`src/rtl/eco32_core_ifu_icm_ctl_pkg.sv`:
```
// ECO32 IFU instruction-cache miss control: shared constants and types.
// Entry count, pointer width and line-address range used across the IFU.
package eco32_core_ifu_icm_ctl_pkg;
    localparam int ICM_ENTRIES = 16;
    localparam int ICM_PTR_W   = 4;
    localparam int ICM_CNT_W   = 5;
    localparam int VA_HI       = 31;
    localparam int VA_LO       = 6;

    typedef logic [ICM_PTR_W-1:0]   icm_ptr_t;
    typedef logic [ICM_ENTRIES-1:0] icm_vec_t;
    typedef logic [ICM_CNT_W-1:0]   icm_cnt_t;
    typedef logic [VA_HI:VA_LO]     icm_va_t;
endpackage

```
`src/rtl/eco32_core_ifu_icm_fifo.sv`:
```
// ECO32 IFU miss pointer FIFO, 16 x 4 bits.
// Holds allocated entry ids in issue order until memory accepts them.
module eco32_core_ifu_icm_fifo
    import eco32_core_ifu_icm_ctl_pkg::*;
(
    input  logic     clk,
    input  logic     rst,
    input  logic     push,
    input  icm_ptr_t push_ptr,
    input  logic     pop,
    output logic     empty,
    output icm_ptr_t head
);
    logic [ICM_PTR_W:0] wr_q;
    logic [ICM_PTR_W:0] rd_q;
    icm_ptr_t           mem_q [ICM_ENTRIES];

    assign empty = (wr_q == rd_q);
    assign head  = mem_q[rd_q[ICM_PTR_W-1:0]];

    // Read/write pointers with a wrap bit to tell full from empty.
    always_ff @(posedge clk or posedge rst) begin
        if (rst) begin
            wr_q <= '0;
            rd_q <= '0;
        end else begin
            if (push)
                wr_q <= wr_q + 1'b1;
            if (pop && !empty)
                rd_q <= rd_q + 1'b1;
        end
    end

    // Storage is not reset; only slots between the pointers are meaningful.
    always_ff @(posedge clk) begin
        if (push)
            mem_q[wr_q[ICM_PTR_W-1:0]] <= push_ptr;
    end
endmodule

```
`src/rtl/eco32_core_ifu_icm_ctl.sv`:
```
// ECO32 IFU instruction-cache miss controller.
// Allocates miss entries, issues refills in order, tracks flush cancels.
module eco32_core_ifu_icm_ctl
    import eco32_core_ifu_icm_ctl_pkg::*;
(
    input  logic                clk,
    input  logic                rst,
    input  logic                miss_stb,
    input  logic [VA_HI:VA_LO]  miss_v_addr,
    input  logic [3:0]          miss_asid,
    input  logic                miss_wid,
    input  logic                miss_tid,
    input  logic                miss_pf,
    output logic                miss_ack,
    output logic                icm_full,
    output logic [4:0]          icm_cnt,
    output logic                tab_wr_stb,
    output logic [3:0]          tab_wr_ptr,
    output logic [VA_HI:VA_LO]  tab_wr_v_addr,
    output logic [3:0]          tab_wr_asid,
    output logic                tab_wr_wid,
    output logic                tab_wr_tag,
    output logic                tab_wr_tid,
    output logic [3:0]          tab_rd_a_ptr,
    output logic                mem_req,
    output logic [3:0]          mem_ptr,
    input  logic                mem_ack,
    input  logic                rsp_stb,
    input  logic [3:0]          rsp_ptr,
    input  logic                rsp_last,
    output logic [3:0]          tab_rd_b_ptr,
    output logic                rsp_drop,
    input  logic                flush_stb,
    input  logic                flush_tid,
    output logic                icm_err
);
    icm_vec_t valid_q, valid_n;
    icm_vec_t cancel_q, cancel_n;
    icm_vec_t tid_q, tid_n;
    icm_cnt_t cnt_q;
    logic     err_q;
    icm_ptr_t alloc_ptr;
    icm_ptr_t head;
    logic     fifo_empty;
    logic     alloc;
    logic     rel;
    logic     bad_rsp;

    assign icm_full = &valid_q;
    assign alloc    = miss_stb & ~icm_full;
    assign rel      = rsp_stb & rsp_last & valid_q[rsp_ptr];
    assign bad_rsp  = rsp_stb & ~valid_q[rsp_ptr];

    assign miss_ack      = alloc;
    assign tab_wr_stb    = alloc;
    assign tab_wr_ptr    = alloc_ptr;
    assign tab_wr_v_addr = miss_v_addr;
    assign tab_wr_asid   = miss_asid;
    assign tab_wr_wid    = miss_wid;
    assign tab_wr_tag    = miss_pf;
    assign tab_wr_tid    = miss_tid;

    assign mem_req      = ~fifo_empty;
    assign mem_ptr      = head;
    assign tab_rd_a_ptr = head;
    assign tab_rd_b_ptr = rsp_ptr;
    assign rsp_drop     = cancel_q[rsp_ptr];
    assign icm_cnt      = cnt_q;
    assign icm_err      = err_q;

    // Lowest-index free entry from the registered valid vector.
    always_comb begin
        alloc_ptr = '0;
        for (int i = ICM_ENTRIES - 1; i >= 0; i--)
            if (!valid_q[i])
                alloc_ptr = icm_ptr_t'(i);
    end

    // Next entry state: flush marks, then allocate, then release wins.
    always_comb begin
        valid_n  = valid_q;
        cancel_n = cancel_q;
        tid_n    = tid_q;
        if (flush_stb) begin
            for (int i = 0; i < ICM_ENTRIES; i++)
                if (valid_q[i] && (tid_q[i] == flush_tid))
                    cancel_n[i] = 1'b1;
        end
        if (alloc) begin
            valid_n[alloc_ptr]  = 1'b1;
            cancel_n[alloc_ptr] = 1'b0;
            tid_n[alloc_ptr]    = miss_tid;
        end
        if (rel) begin
            valid_n[rsp_ptr]  = 1'b0;
            cancel_n[rsp_ptr] = 1'b0;
        end
    end

    // Entry vectors, occupancy count and sticky error.
    always_ff @(posedge clk or posedge rst) begin
        if (rst) begin
            valid_q  <= '0;
            cancel_q <= '0;
            tid_q    <= '0;
            cnt_q    <= '0;
            err_q    <= 1'b0;
        end else begin
            valid_q  <= valid_n;
            cancel_q <= cancel_n;
            tid_q    <= tid_n;
            case ({alloc, rel})
                2'b10:   cnt_q <= cnt_q + 1'b1;
                2'b01:   cnt_q <= cnt_q - 1'b1;
                default: cnt_q <= cnt_q;
            endcase
            if (bad_rsp)
                err_q <= 1'b1;
        end
    end

    eco32_core_ifu_icm_fifo u_fifo (
        .clk      (clk),
        .rst      (rst),
        .push     (alloc),
        .push_ptr (alloc_ptr),
        .pop      (mem_ack),
        .empty    (fifo_empty),
        .head     (head)
    );
endmodule

```
`config.mk`:
```
export PLATFORM = sky130hd
export DESIGN_NAME = eco32_core_ifu_icm_ctl
export DESIGN_NICKNAME = d
export VERILOG_FILES = /design/src/rtl/eco32_core_ifu_icm_ctl_pkg.sv /design/src/rtl/eco32_core_ifu_icm_fifo.sv /design/src/rtl/eco32_core_ifu_icm_ctl.sv
export SDC_FILE = /design/constraint.sdc
export NUM_CORES = 1
export LEC_CHECK = 0
export ABC_AREA = 1
export CAP_MARGIN = 15
export CORE_UTILIZATION = 58
export DETAILED_ROUTE_END_ITERATION = 10
export HOLD_SLACK_MARGIN = 0.02
export PLACE_DENSITY = 0.94
export SETUP_SLACK_MARGIN = 0.3
export SLEW_MARGIN = 20
export SYNTH_ARGS = -nofsm -noshare
export SYNTH_HDL_FRONTEND = slang
export SYNTH_HIERARCHICAL = 1
export SYNTH_SLANG_ARGS = --single-unit
```
`constraint.sdc`:
```
create_clock -name clk -period 5.7 [get_ports clk]
set_input_delay 0.57 -clock clk [delete_from_list [all_inputs] [get_ports clk]]
set_output_delay 0.57 -clock clk [all_outputs]
set_load 0.005 [all_outputs]
```
==> results of run 1 <==
per-layer routing:
metal	share of wire [%]	up-vias	track usage [%]	routed length [µm]
met5	0	-	0	0
met1	39	2488	36.4	6170
met4	3.2	0	12.0	512
met3	9.8	71	8.36	1550
met2	48	353	46.7	7610
li1	-	2421	-	-
cell usage in the layout (no fill, tap or decap), types with 3 or more instances in the layout:
cell type        synthesis  final
o21bai_1                 9      9
o21ai_1                 17     17
clkbuf_16                0     19
nand2_2                  6      6
xor2_1                  17     17
dfrtp_1                 64     64
nand2_1                149    149
inv_2                    9     10
a22oi_1                  5      5
o21ai_0                 30     30
edfxtp_1                64     64
nand3_1                 52     52
a21boi_1                 5      5
inv_6                    0      3
inv_1                   78     77
nor2_1                  83     83
nor3_1                   3      3
o31ai_1                  8      8
nand2_4                  3      3
o22ai_1                  8      8
nand4_1                 15     15
a21boi_0                 4      4
o221ai_1                 4      4
nor3_2                   4      4
nor2_2                   6      6
buf_4                   50      5
clkdlybuf4s50_1          0     40
clkinv_4                 0      4
nand3b_1                 3      3
a21oi_1                  8      8
ha_1                     9      9
layout make-up:
type                            count  area, µm²
Clock inverter                     11        116
Tap cell                          143        179
Timing Repair Buffer               45        438
Inverter                           90        340
Multi-Input combinational cell    463       2440
Fill cell                         815       3830
Clock buffer                       21        493
Sequential cell                   128       3520
worst min-delay path by stage:
stage	start	endpoint	slack, ns	cells past startpoint
after floorplan	rst	u_fifo/rd_q[0]	0.41	1
after global placement	u_fifo/wr_q[4]	u_fifo/wr_q[4]	0.48	1
after detailed placement	u_fifo/wr_q[4]	u_fifo/wr_q[4]	0.48	1
after CTS	rst	u_fifo/wr_q[4]	0.49	2
after global routing	u_fifo/wr_q[4]	u_fifo/wr_q[4]	0.52	1
final	icm_cnt[4]	icm_cnt[4]	0.49	1
Yosys cell counts, types with 5 or more instances:
cell | n | area share, %
nand2_1 | 149 | 8.3
nor2_1 | 83 | 4.6
inv_1 | 78 | 4.3
dfrtp_1 | 64 | 24
edfxtp_1 | 64 | 28
nand3_1 | 52 | 3.9
buf_4 | 50 | 5.6
o21ai_0 | 30 | 2.2
o21ai_1 | 17 | 1.3
xor2_1 | 17 | 2.2
nand4_1 | 15 | 1.4
ha_1 | 9 | 1.7
inv_2 | 9 | 0.50
o21bai_1 | 9 | 1.0
a21oi_1 | 8 | 0.59
o22ai_1 | 8 | 0.74
o31ai_1 | 8 | 0.89
buf_2 | 6 | 0.44
nand2_2 | 6 | 0.56
nor2_2 | 6 | 0.56
a21boi_1 | 5 | 0.56
a22oi_1 | 5 | 0.56
power groups by stage:
stage               clock network [mW]  registers, mW  logic [mW]
finish                            1.09           1.61        1.90
global route                      1.14           1.63        2.10
CTS                               1.11           1.60        1.88
detailed placement                   0           1.61        1.84
global placement                     0           1.60        1.77
floorplan                            0           1.53        1.34
sequential cells by signal, indices dropped and copies added, names as in the netlist:
name,flops
icm_err,1
cancel_q,16
icm_cnt,5
tid_q,16
u_fifo/rd_q,5
valid_q,16
u_fifo/wr_q,5
u_fifo/mem_q,64
worst max-delay path, cell delays in order (launching register included):
cell	delay, ns
dfrtp_1	0.39
inv_2	0.08
nand2_1	0.05
nand2_1	0.05
nand2_1	0.07
nand2_1	0.06
nand2_1	0.05
nand2_1	0.06
nand2_1	0.06
nand2_1	0.06
nand2_1	0.06
nand2_1	0.07
nand2_1	0.05
nand2_1	0.18
nand2_2	0.15
nand2_4	0.12
nand2_4	0.08
inv_1	0.41
clkdlybuf4s50_1	0.60
kinds of logic after synthesis:
group / Yosys count / share of synthesized area (%)
AOI/OAI and AO/OA: 102 / 9.29
and+or+nand+nor: 332 / 22.5
DFF: 128 / 52.1
buffers and inverters: 152 / 11.7
adders and majority gates: 10 / 1.96
xor gates and xnor gates: 19 / 2.46
through the flow:
step / instances / instance area, µm² / util, % / setup slack (ns) / hold WS (ns)
after floorplan: 743 / 6760 / - / 3.11 / 0.410
after global placement: 869 / 6930 / 60.9 / 2.28 / 0.478
after detailed placement: 869 / 6930 / 60.9 / 2.12 / 0.479
after CTS: 901 / 7530 / 66.3 / 2.06 / 0.490
after global routing: 901 / 7530 / 66.3 / 1.75 / 0.521
final: 901 / 7530 / 66.3 / 2.03 / 0.487
==> results.json, run 1 <==
{
  "synth-seq-cells": 128,
  "rr_endpoint": "icm_cnt[4]",
  "grt_util_all_layers_pct": 28.9,
  "slew_headroom_pct": 40.9,
  "synth-async-reset-ratio_pct": 50.0,
  "finalMaxSlewViolations": 0,
  "avgRoutedWirePerCell_um": 17.6,
  "hold_buffers": 0,
  "overflow": 0,
  "crit_end": "tab_wr_ptr[0]",
  "worst_ep_arrival_time_ns": 3.10,
  "nets": 800,
  "dr.pass1.iters": 6,
  "pwr-share-comb_pct": 41.3,
  "num_antenna_cells": 0,
  "post-cts-setup-buffers": 0,
  "synth_nets": 798,
  "synth_warnings": 6,
  "start_util_pct": 59.4,
  "synth.avg_cell_area_um2": 9.10,
  "finalPower_mw": 4.60,
  "criticalPathCategory": "reg -> out",
  "grt_max_degree": 55,
  "seq_power_share_pct": 34.9,
  "start_kind": "flop",
  "synth.distinct_cells": 45,
  "max_freq_ghz": 0.272,
  "clk_pin_slew_ns": 0.06,
  "drc_errors": 0,
  "drtIter0Drc": 594,
  "rsz0062_at_grt": "false",
  "fp.coreArea_mm2": 0.0114,
  "power_switching_mw": 1.85,
  "worstPathRequired_ns": 5.13,
  "grt_pass1_wl_mm": 25.7,
  "fin_crit_ns": 3.67,
  "cts_tree": "built",
  "finalHoldViolCount": 0,
  "io_pins": 105,
  "antenna_found_initial": 0,
  "routed_wl_mm": 15.8,
  "die_w_um": 110,
  "num_rows": 39,
  "syn-cell-area_mm2": 0.00676,
  "drive_gt1_share_pct": 10.0,
  "powerDensity_mw_per_mm2": 611,
  "place_hpwl_mm": 10.3,
  "p_leak_nw": 3.34,
  "grt_pass1_vias": 5176,
  "synth_edf_count": 64,
  "p_int_mw": 2.75,
  "worstSkewPairLatency_ns": 0.42,
  "cap_violations": 0,
  "finClkSkew_ns": 0.00987,
  "worstMarginPinSlew_ns": 0.887,
  "synth_seq_area_share_pct": 52.1,
  "finalCritPeriodShare_pct": 64.4,
  "vias": 5333,
  "switching_share_pct": 40.3,
  "cts_resized": 0,
  "synthFlopType": "edfxtp_1",
  "ant_nets": 0,
  "cp-startpoint": "valid_q[15]",
  "place.gp.congestion": 0.955,
  "outcome": "completed",
  "clkPwrFrac_pct": 23.8,
  "r2r-start": "valid_q[12]",
  "peakVddDrop_v": 0.000437,
  "r2r_setup_slack_ns": 2.83,
  "r2r_cells": 15,
  "dieHeight_um": 110,
  "numCtsBuffers": 17,
  "root_buffer": "clkbuf_16",
  "vias_per_cell": 5.92,
  "setup_viol": 0,
  "clk_path_buf_depth": 2,
  "dieArea_mm2": 0.0121,
  "synth_cells": 743,
  "cp-end-kind": "output port",
  "setup_tns_ns": 0,
  "hold_class": "reg -> reg",
  "area.growth.synth_to_final_pct": 11.5,
  "cp_max_fo": 17,
  "cts.sinks": 128,
  "port_buffers": 40,
  "htreeDepth": 4
}
Note: power is estimated with default switching activity, not from simulation.
==> run 2, diff against run 1 <==
--- a/config.mk
+++ b/config.mk
@@ -7,10 +7,10 @@
 export LEC_CHECK = 0
 export ABC_AREA = 1
 export CAP_MARGIN = 15
-export CORE_UTILIZATION = 58
+export CORE_UTILIZATION = 54
 export DETAILED_ROUTE_END_ITERATION = 10
 export HOLD_SLACK_MARGIN = 0.02
-export PLACE_DENSITY = 0.94
+export PLACE_DENSITY = 0.89
 export SETUP_SLACK_MARGIN = 0.3
 export SLEW_MARGIN = 20
 export SYNTH_ARGS = -nofsm -noshare
==> constraint.sdc (replaced) <==
create_clock -name clk -period 3.6 [get_ports clk]
set_input_delay 0.36 -clock clk [delete_from_list [all_inputs] [get_ports clk]]
set_output_delay 0.36 -clock clk [all_outputs]
set_load 0.005 [all_outputs]
==> results.json, run 2 (synthesis gave the netlist of run 1 again) <==
{
  "place_hpwl_mm": 10.5,
  "htreeDepth": 4,
  "cts_tree": "built",
  "rsz0062_at_grt": "false",
  "nets": 805,
  "finalCritPeriodShare_pct": 84.6,
  "worstMarginPinSlew_ns": 0.838,
  "dieArea_mm2": 0.0130,
  "root_buffer": "clkbuf_16",
  "cts.sinks": 128,
  "cap_violations": 0,
  "hold_buffers": 0,
  "setup_viol": 0,
  "cp_max_fo": 9,
  "dr.pass1.iters": 5,
  "die_w_um": 114,
  "fin_crit_ns": 3.05,
  "use_met1_pct": 32.4,
  "routed_wl_mm": 15.1,
  "setup_tns_ns": 0,
  "mostFrequentLayoutCells": "149 x nand2_1, 83 x nor2_1, 77 x inv_1",
  "num_antenna_cells": 0,
  "whs_ns": 0.321,
  "fp.coreArea_mm2": 0.0121,
  "peakVddDrop_v": 0.000411,
  "ant_nets": 0,
  "finalHoldViolCount": 0,
  "worst_ep_arrival_time_ns": 2.69,
  "gr-usage-met3_pct": 6.22,
  "largest_reg_flops": 64,
  "hold_class": "in -> async",
  "p_leak_nw": 3.34,
  "layout_commonest_cell": "nand2_1",
  "grt_max_degree": 40,
  "cp-end-kind": "output port",
  "busiest_layer": "met2",
  "port_buffers": 40,
  "slew_headroom_pct": 44.1,
  "finalMaxSlewViolations": 0,
  "drtIter0Drc": 596,
  "start_util_pct": 55.8,
  "cts_resized": 0,
  "vias_per_cell": 5.54,
  "num_rows": 40,
  "io_pins": 105,
  "stdcell_count": 931,
  "clk_pin_slew_ns": 0.06,
  "clk_path_buf_depth": 2,
  "vias": 5159,
  "overflow": 0,
  "worstSkewPairLatency_ns": 0.42,
  "grt_pass1_vias": 5056,
  "grt_util_all_layers_pct": 25.4,
  "max_freq_ghz": 0.328,
  "outcome": "completed",
  "antenna_found_initial": 0,
  "area.growth.synth_to_final_pct": 11.9,
  "worstPathRequired_ns": 3.24,
  "finClkSkew_ns": 0.0107,
  "numCtsBuffers": 17,
  "drc_errors": 0,
  "start_kind": "flop",
  "place.gp.congestion": 0.936,
  "avgRoutedWirePerCell_um": 16.2,
  "dieHeight_um": 114,
  "post-cts-setup-buffers": 0,
  "powerDensity_mw_per_mm2": 949,
  "grt_pass1_wl_mm": 25.0,
  "dp.cells": 899,
  "criticalPathCategory": "reg -> out",
  "grtUsageMet2_pct": 42.1,
  "drive_gt1_share_pct": 10.6
}
-- run 2: cell count changes in the layout (fill, tap and decap cells not counted), moves of 2 or more --
cell        previous run  this run
buf_4                  5        10
clkbuf_16             19        17
clkinv_2               0         2
clkinv_4               4         6
clkinvlp_4             1         3
inv_6                  3         0
-- run 2: area by class of cell --
cell class              count  area [µm²]
fillers                   982        4550
flip-flops and latches    128        3520
multi-input cells         463        2440
repair buffers             50         475
clock buffers              18         429
inverters                  90         340
well taps                 168         210
clock inverters            14         138
-- run 2: through the flow --
step / power, mW / util, % / setup WS, ns / cell area (µm²)
6_report: 7.18 / 62.4 / 0.555 / 7560
5_1_grt: 7.65 / 62.4 / 0.340 / 7560
4_1_cts: 7.17 / 62.4 / 0.561 / 7560
3_5_place_dp: 5.52 / 57.7 / 0.273 / 6990
3_3_place_gp: 5.42 / 57.7 / 0.402 / 6990
2_1_floorplan: 4.54 / - / 1.21 / 6760
-- run 2: routing by layer --
metal  vias to the layer above  wire length [µm]  share of wire (%)
li1                       2432                 -                  -
met1                      2421              6210                 41
met2                       265              7380                 49
met3                        41              1180                7.8
met4                         0               335                2.2
met5                         -                 0                  0
-- run 2: report_power, final --
part / switching, mW / internal [mW]
Combinational: 1.89 / 1.11
Sequential: 0.355 / 2.20
Clock: 0.660 / 0.959
-- run 2: final timing paths --
path                                start             end  slack, ns  cells past startpoint
max                           valid_q[15]   tab_wr_ptr[0]       0.55                     18
min                                   rst  u_fifo/rd_q[4]       0.32                      2
max reg2reg                    valid_q[6]      icm_cnt[4]       0.80                     13
min reg2reg                u_fifo/wr_q[4]  u_fifo/wr_q[4]       0.49                      1
max in group asynchronous             rst    cancel_q[14]       2.39                      3
min in group clk           u_fifo/wr_q[4]  u_fifo/wr_q[4]       0.49                      1
-- run 2: critical path: stages, from the launching register on --
cell and delay, ns:
dfrtp_1 0.38, inv_2 0.08, nand2_1 0.06, nand2_1 0.05
nand2_1 0.08, nand2_1 0.07, nand2_1 0.05, nand2_1 0.05
nand2_1 0.06, nand2_1 0.06, nand2_1 0.05, nand2_1 0.05
nand2_1 0.05, nand2_1 0.16, nand2_2 0.15, nand2_4 0.12
nand2_4 0.09, inv_1 0.15, clkdlybuf4s50_1 0.52
==> RTL change, RTL diff (settings of run 2) <==
The package constant `ICM_ENTRIES` goes from 16 to 8.
--- a/src/rtl/eco32_core_ifu_icm_ctl_pkg.sv
+++ b/src/rtl/eco32_core_ifu_icm_ctl_pkg.sv
@@ -1,7 +1,7 @@
 // ECO32 IFU instruction-cache miss control: shared constants and types.
 // Entry count, pointer width and line-address range used across the IFU.
 package eco32_core_ifu_icm_ctl_pkg;
-    localparam int ICM_ENTRIES = 16;
+    localparam int ICM_ENTRIES = 8;
     localparam int ICM_PTR_W   = 4;
     localparam int ICM_CNT_W   = 5;
     localparam int VA_HI       = 31;
Check against the original RTL: not equivalent (a bounded check fails within 4 cycles, from zero or initial values and one cycle with rst high).
==> RTL change against run 2 <==
- routed wire length is 45% lower
- setup slack better by 0.19 ns
- sequential power shrank 42%
- area after synthesis is 39% lower
- critical endpoint is now icm_cnt[4]
- synthesized cell count down 38%
- first-iteration DRC count down 69%
- register-to-register slack better by 0.12 ns
- total power decreased by 46%
- combinational power decreased by 42%
- clock power is 61% lower
- critical path depth shrank 1
- sequential cell count shrank 56
- maximum frequency up 6.5%
- cell area decreased by 41%
==> RTL change: results (changes against run 2) <==
status: "finished, final reports clean"  # unchanged
power_density_nw_per_um2: 860  # was 949 nW/um2
irDropWorstVdd_mv: 0.505  # was 0.411 mV
grt_pass1_vias: 2985  # was 5056
cts_buffers: 9  # was 17
bufAreaShareNonClock: 0.0904  # was 0.0629
n_clock_buffer: 11  # was 18
inv_count: 47  # was 90
synth_area_leaders: "dfrtp_1 24%, edfxtp_1 23%, nand2_1 9.8%, buf_4 8.6%, nor2_1 4.0%"  # was edfxtp_1 28%, dfrtp_1 24%, nand2_1 8.3%, buf_4 5.6%, nor2_1 4.6%
synthDistinctLibCells: 40  # was 45
wl_met3_um: 524  # was 1180 um
htreeDepth: 3  # was 4
syn_avg_cell_area_um2: 9.00  # was 9.10 um2
synth-async-reset-ratio: 0.556  # was 0.500
rrSetupSlack_ns: 0.92  # was 0.80 ns
grtUsageMet3: 0.0702  # was 0.0622
intPower_w: 0.00231  # was 0.00427 W
p_leak_nw: 1.96  # was 3.34 nW
synth_xor_area_frac: 0.0361  # was 0.0246
min_period_over_period: 0.794  # was 0.846
dp.final_hpwl_um: 6170  # was 10500 um
crit_fanout: 14  # was 9
finalClockSkew_ns: 0.00949  # was 0.0107 ns
synth_compound_area_frac: 0.0929  # about the same
finalNonFillerCells: 569  # was 931
multi_input_area_um2: 1610  # was 2440 um2
drt_iter0_drc: 184  # was 596
max-slew-margin-rel: 0.530  # was 0.441
[RTL change: worst max-delay path, stage by stage]
cell	delay (ns)
clkdlybuf4s50_1	0.73
inv_1	0.19
nand2_1	0.12
nand3_2	0.10
nand2_4	0.10
nor2_8	0.06
nor2_1	0.15
ha_1	0.29
inv_1	0.08
fa_1	0.35
inv_1	0.07
nand2_1	0.07
nand2_1	0.07
a21oi_1	0.08
xor2_1	0.14
nand2_1	0.06
nand2_1	0.05
[RTL change: final timing paths]
| check | startpoint | endpoint | cells past startpoint |
|---|---|---|---|
| setup reg to reg | valid_q[0] | icm_cnt[4] | 16 |
| hold / removal | rst | u_fifo/wr_q[1] | 2 |
| hold reg to reg | icm_err | icm_err | 1 |
| min in group clk | icm_err | icm_err | 1 |
| max in group asynchronous | rst | icm_err | 2 |
| setup / recovery | rsp_ptr[0] | icm_cnt[4] | 17 |
